===== src/rtl/prod_seq_acc.sv =====
// Four-product sequence accumulator with a 2-entry result FIFO, drop accounting and restart detection.
// Optional product checker is enabled by defining PROD_SEQ_CHECK_EN.
module prod_seq_acc (
    input  logic        clk,
    input  logic        rst,
    input  logic        in_grant,
    input  logic [10:0] in_data,
    input  logic        out_ready,
    output logic        out_valid,
    output logic [12:0] out_sum,
    output logic [7:0]  out_d,
    output logic        seq_err,
    output logic        ovf,
    output logic [7:0]  drop_cnt,
    output logic        chk_err
);
    localparam logic [0:0] IDLE = 1'b0;
    localparam logic [0:0] ACC  = 1'b1;

    logic [0:0]  state_reg;
    logic [1:0]  idx_reg;
    logic [12:0] acc_reg;
    logic [10:0] first_reg;
    logic        seq_err_reg;
    logic        ovf_reg;
    logic [7:0]  drop_cnt_reg;

    logic [20:0] mem_reg [2];
    logic        wr_ptr_reg;
    logic        rd_ptr_reg;
    logic [1:0]  count_reg;

    logic [12:0] sum_next;
    logic        restart;
    logic        push;
    logic        pop;
    logic        full;
    logic        push_ok;

    assign sum_next = acc_reg + {2'b00, in_data};
    assign restart  = (state_reg == ACC) && in_grant;
    assign push     = (state_reg == ACC) && !in_grant && (idx_reg == 2'd3);
    assign pop      = out_valid && out_ready;
    assign full     = (count_reg == 2'd2);
    // A full FIFO still accepts a push when the head leaves in the same cycle.
    assign push_ok  = push && (!full || pop);

    always_ff @(posedge clk or posedge rst) begin
        if (rst) begin
            state_reg   <= IDLE;
            idx_reg     <= 2'd0;
            acc_reg     <= 13'd0;
            first_reg   <= 11'd0;
            seq_err_reg <= 1'b0;
        end else begin
            seq_err_reg <= restart;
            if (in_grant) begin
                state_reg <= ACC;
                idx_reg   <= 2'd1;
                acc_reg   <= {2'b00, in_data};
                first_reg <= in_data;
            end else if (state_reg == ACC) begin
                acc_reg <= sum_next;
                if (idx_reg == 2'd3) begin
                    state_reg <= IDLE;
                    idx_reg   <= 2'd0;
                end else begin
                    idx_reg <= idx_reg + 2'd1;
                end
            end
        end
    end

    always_ff @(posedge clk or posedge rst) begin
        if (rst) begin
            for (int i = 0; i < 2; i++) begin
                mem_reg[i] <= 21'd0;
            end
            wr_ptr_reg   <= 1'b0;
            rd_ptr_reg   <= 1'b0;
            count_reg    <= 2'd0;
            ovf_reg      <= 1'b0;
            drop_cnt_reg <= 8'd0;
        end else begin
            ovf_reg <= push && !push_ok;
            if (push_ok) begin
                mem_reg[wr_ptr_reg] <= {sum_next, first_reg[7:0]};
                wr_ptr_reg          <= ~wr_ptr_reg;
            end
            if (pop) begin
                rd_ptr_reg <= ~rd_ptr_reg;
            end
            count_reg <= count_reg + {1'b0, push_ok} - {1'b0, pop};
            if (push && !push_ok && (drop_cnt_reg != 8'hFF)) begin
                drop_cnt_reg <= drop_cnt_reg + 8'd1;
            end
        end
    end

    assign out_valid = (count_reg != 2'd0);
    assign out_sum   = mem_reg[rd_ptr_reg][20:8];
    assign out_d     = mem_reg[rd_ptr_reg][7:0];
    assign seq_err   = seq_err_reg;
    assign ovf       = ovf_reg;
    assign drop_cnt  = drop_cnt_reg;

`ifdef PROD_SEQ_CHECK_EN
    logic [13:0] expect_prod;
    logic        mismatch;
    logic        chk_err_reg;

    always_comb begin
        expect_prod = {3'b000, first_reg} * 14'd8;
        case (idx_reg)
            2'd1:    expect_prod = {3'b000, first_reg} * 14'd3;
            2'd2:    expect_prod = {3'b000, first_reg} * 14'd7;
            default: expect_prod = {3'b000, first_reg} * 14'd8;
        endcase
    end

    assign mismatch = (state_reg == ACC) && !in_grant && ({3'b000, in_data} != expect_prod);

    always_ff @(posedge clk or posedge rst) begin
        if (rst) begin
            chk_err_reg <= 1'b0;
        end else begin
            chk_err_reg <= mismatch;
        end
    end

    assign chk_err = chk_err_reg;
`else
    assign chk_err = 1'b0;
`endif

endmodule

===== config.mk =====
export PLATFORM = sky130hd
export DESIGN_NAME = prod_seq_acc
export DESIGN_NICKNAME = d
export VERILOG_FILES = /design/src/rtl/prod_seq_acc.sv
export SDC_FILE = /design/constraint.sdc
export NUM_CORES = 1
export LEC_CHECK = 0
export ABC_AREA = 1
export BUFFER_PORTS_ARGS = -buffer_cell sky130_fd_sc_hd__buf_2
export CAP_MARGIN = 20
export CORE_ASPECT_RATIO = 0.9
export CORE_MARGIN = 5
export CORE_UTILIZATION = 38
export DETAILED_ROUTE_END_ITERATION = 10
export PLACE_DENSITY = 0.64
export SYNTH_ARGS = -nofsm -noshare
export SYNTH_HDL_FRONTEND = slang
export SYNTH_SLANG_ARGS = --single-unit

===== constraint.sdc =====
create_clock -name clk -period 3.06 [get_ports clk]
set_clock_uncertainty 0.05 [all_clocks]
set_input_delay 0.153 -clock clk [delete_from_list [all_inputs] [get_ports clk]]
set_output_delay 0.153 -clock clk [all_outputs]
set_load 0.1 [all_outputs]

==> metrics.csv <==
metric;value;unit
status;finished, final reports clean;
design_area;4860;sq um
drc_errors;0;
period_share;0.698;
slew_headroom;0.290;
antenna_found_initial;0;
clkTransAtPathRegs;0.06;ns
final_nets;617;
cts.path.max_buffers;2;
grt_pass1_wl;16500;um
hpwl;6930;um
synthDistinctLibCells;33;
seq_area_frac_synth;0.475;
synthToLayoutAreaGrowth;15.4;%
design.die.area;13300;sq um
avgViaCountPerCell;4.73;
place_congestion;0.854;
required;2.86;ns
placed_area;4560;sq um
min_path_type;in -> reg;
grt-ovfl-total;0;
worstHoldEndpoint;acc_reg[9];
via_count;3512;
syn_area;4210;sq um
rsz0062_at_grt;false;
crit_fanout;25;
slew_viol_final;0;
rrSetupSlack;1.06;ns
die_w;121;um
start_util;0.388;
wl_per_cell;12.9;um
antenna_left;0;
utilization;0.448;
layout-drive-gt1-share;0.129;
cts_inserted_buffers;9;
crit_path_start;rd_ptr_reg;
clock_latency;0.33;ns
largest_reg_flops;42;
synth-main-ff-cell;dfrtp_1;
fp.dieH;110;um
tritoncts;yes;
async_flop_share;1.00;
fin_setup_tns;0;ns
htreeDepth;3;
maxCapViolations;0;
setup_viol;0;
r2r_end;acc_reg[8];
synthCells;541;
min_path_cells;3;
endpoint_kind;output port;
post_cts_buffers;0;
yosysWarnings;0;
fmax;468;MHz
rr_startpoint;acc_reg[0];
ios;48;
clkSinkCount;80;
dr.pass1.iters;5;
post-route-min-period;2.14;ns
drt_iter0_markers;307;
routed_wl;9590;um
grtUsageTotal;0.157;
finalHoldViolations;0;
tightest_slew;1.06;ns
syn_area_per_cell;7.78;sq um
cp-start-kind;flip-flop;
hold_start;in_data[9];
num_antenna_cells;0;
grt_pass1_vias;3395;
port_buffers;46;
worstSetupPathType;reg -> out;
synth-edff-count;0;
clockRootBuffer;clkbuf_16;
grt_max_degree;47;
rr_worst_depth;9;
num_rows;36;
fillCellCount;1098;
ys_seq_elements;80;
synth_fp_nets;572;
arrival;1.93;ns
core-area;10900;sq um
metrics by stage:
step / cells / setup slack [ns] / hold WS (ns)
detailed placement: 726 / 1.11 / 0.291
global placement: 726 / 1.16 / 0.273
finish: 742 / 0.923 / 0.0384
CTS: 742 / 0.900 / 0.0208
floorplan: 541 / 0.0553 / 0.232
global route: 742 / 0.821 / 0.0416
layer usage:
layer | GRT usage | vias to the layer above | share of wire
li1 | - | 1765 | -
met1 | 0.210 | 1652 | 0.49
met2 | 0.249 | 82 | 0.45
met3 | 0.0417 | 13 | 0.047
met4 | 0.0526 | 0 | 0.014
met5 | 0 | - | 0
worst max-delay path by stage:
| stage | end | slack (ns) | cells past startpoint |
|---|---|---|---|
| global route | out_sum[4] | 0.82 | 4 |
| global placement | mem_reg[37] | 1.16 | 9 |
| floorplan | out_d[4] | 0.06 | 3 |
| finish | out_sum[4] | 0.92 | 4 |
| detailed placement | mem_reg[37] | 1.11 | 9 |
| CTS | out_sum[4] | 0.90 | 4 |
area by class of cell:
type / count / area [sq um] / share of cell area
inverters: 60 / 234 / 0.0481
repair buffers: 50 / 275 / 0.0566
flip-flops and latches: 80 / 2000 / 0.412
well taps: 152 / 190 / 0.0391
clock inverters: 5 / 56.3 / 0.0116
clock buffers: 10 / 239 / 0.0492
multi-input cells: 385 / 1870 / 0.384
Yosys cell counts, types with 4 or more instances:
library cell	instances	area (sq um)
o21ai_0	32	160
a21oi_1	4	20.0
ha_1	15	188
clkbuf_1	6	22.5
buf_6	5	56.3
dfrtp_1	80	2000
nor2_1	12	45.0
xnor2_1	4	35.0
nand3_1	30	150
xor2_1	13	114
a21boi_0	4	30.0
nand4_1	5	31.3
inv_1	54	203
nand2_1	250	938
critical path, stage by stage (launching register included):
cell and delay (ns):
dfrtp_1 0.60, buf_4 0.34, nand2_1 0.08, o21ai_0 0.10, buf_2 0.47
layout by cell type, fill, tap and decap left out, types with 2 or more instances in the layout:
master | netlist | layout
xor2_1 | 13 | 13
xnor2_1 | 4 | 4
a21oi_1 | 4 | 4
inv_2 | 3 | 3
a22oi_1 | 3 | 3
nand3_1 | 30 | 30
inv_1 | 54 | 53
inv_6 | 1 | 2
ha_1 | 15 | 15
nor3_1 | 2 | 2
clkbuf_16 | 0 | 9
buf_2 | 2 | 46
o21ai_0 | 32 | 32
dfrtp_1 | 80 | 80
clkinv_2 | 0 | 3
nand2_1 | 250 | 250
nor2_1 | 12 | 12
nand4_1 | 5 | 5
buf_4 | 3 | 2
a21boi_0 | 4 | 4
kinds of logic after synthesis:
family	Yosys count	synth area share
AO/OA/AOI/OAI	46	0.0603
other	1	0.000890
buffers and inverters	76	0.0817
XOR/XNOR	17	0.0354
adder cells (fa/ha/maj)	16	0.0493
AND/OR/NAND/NOR	305	0.297
flip-flops	80	0.475
repair_timing:
| action | in CTS | in global routing |
|---|---|---|
| hold buffers | 1 | 0 |
| endpoints found under the hold margin | 45 | 0 |
| resized for setup | 0 | 0 |
Power is not shown: default switching activity piles up to over one toggle a cycle in this logic, so the estimate is an artifact.
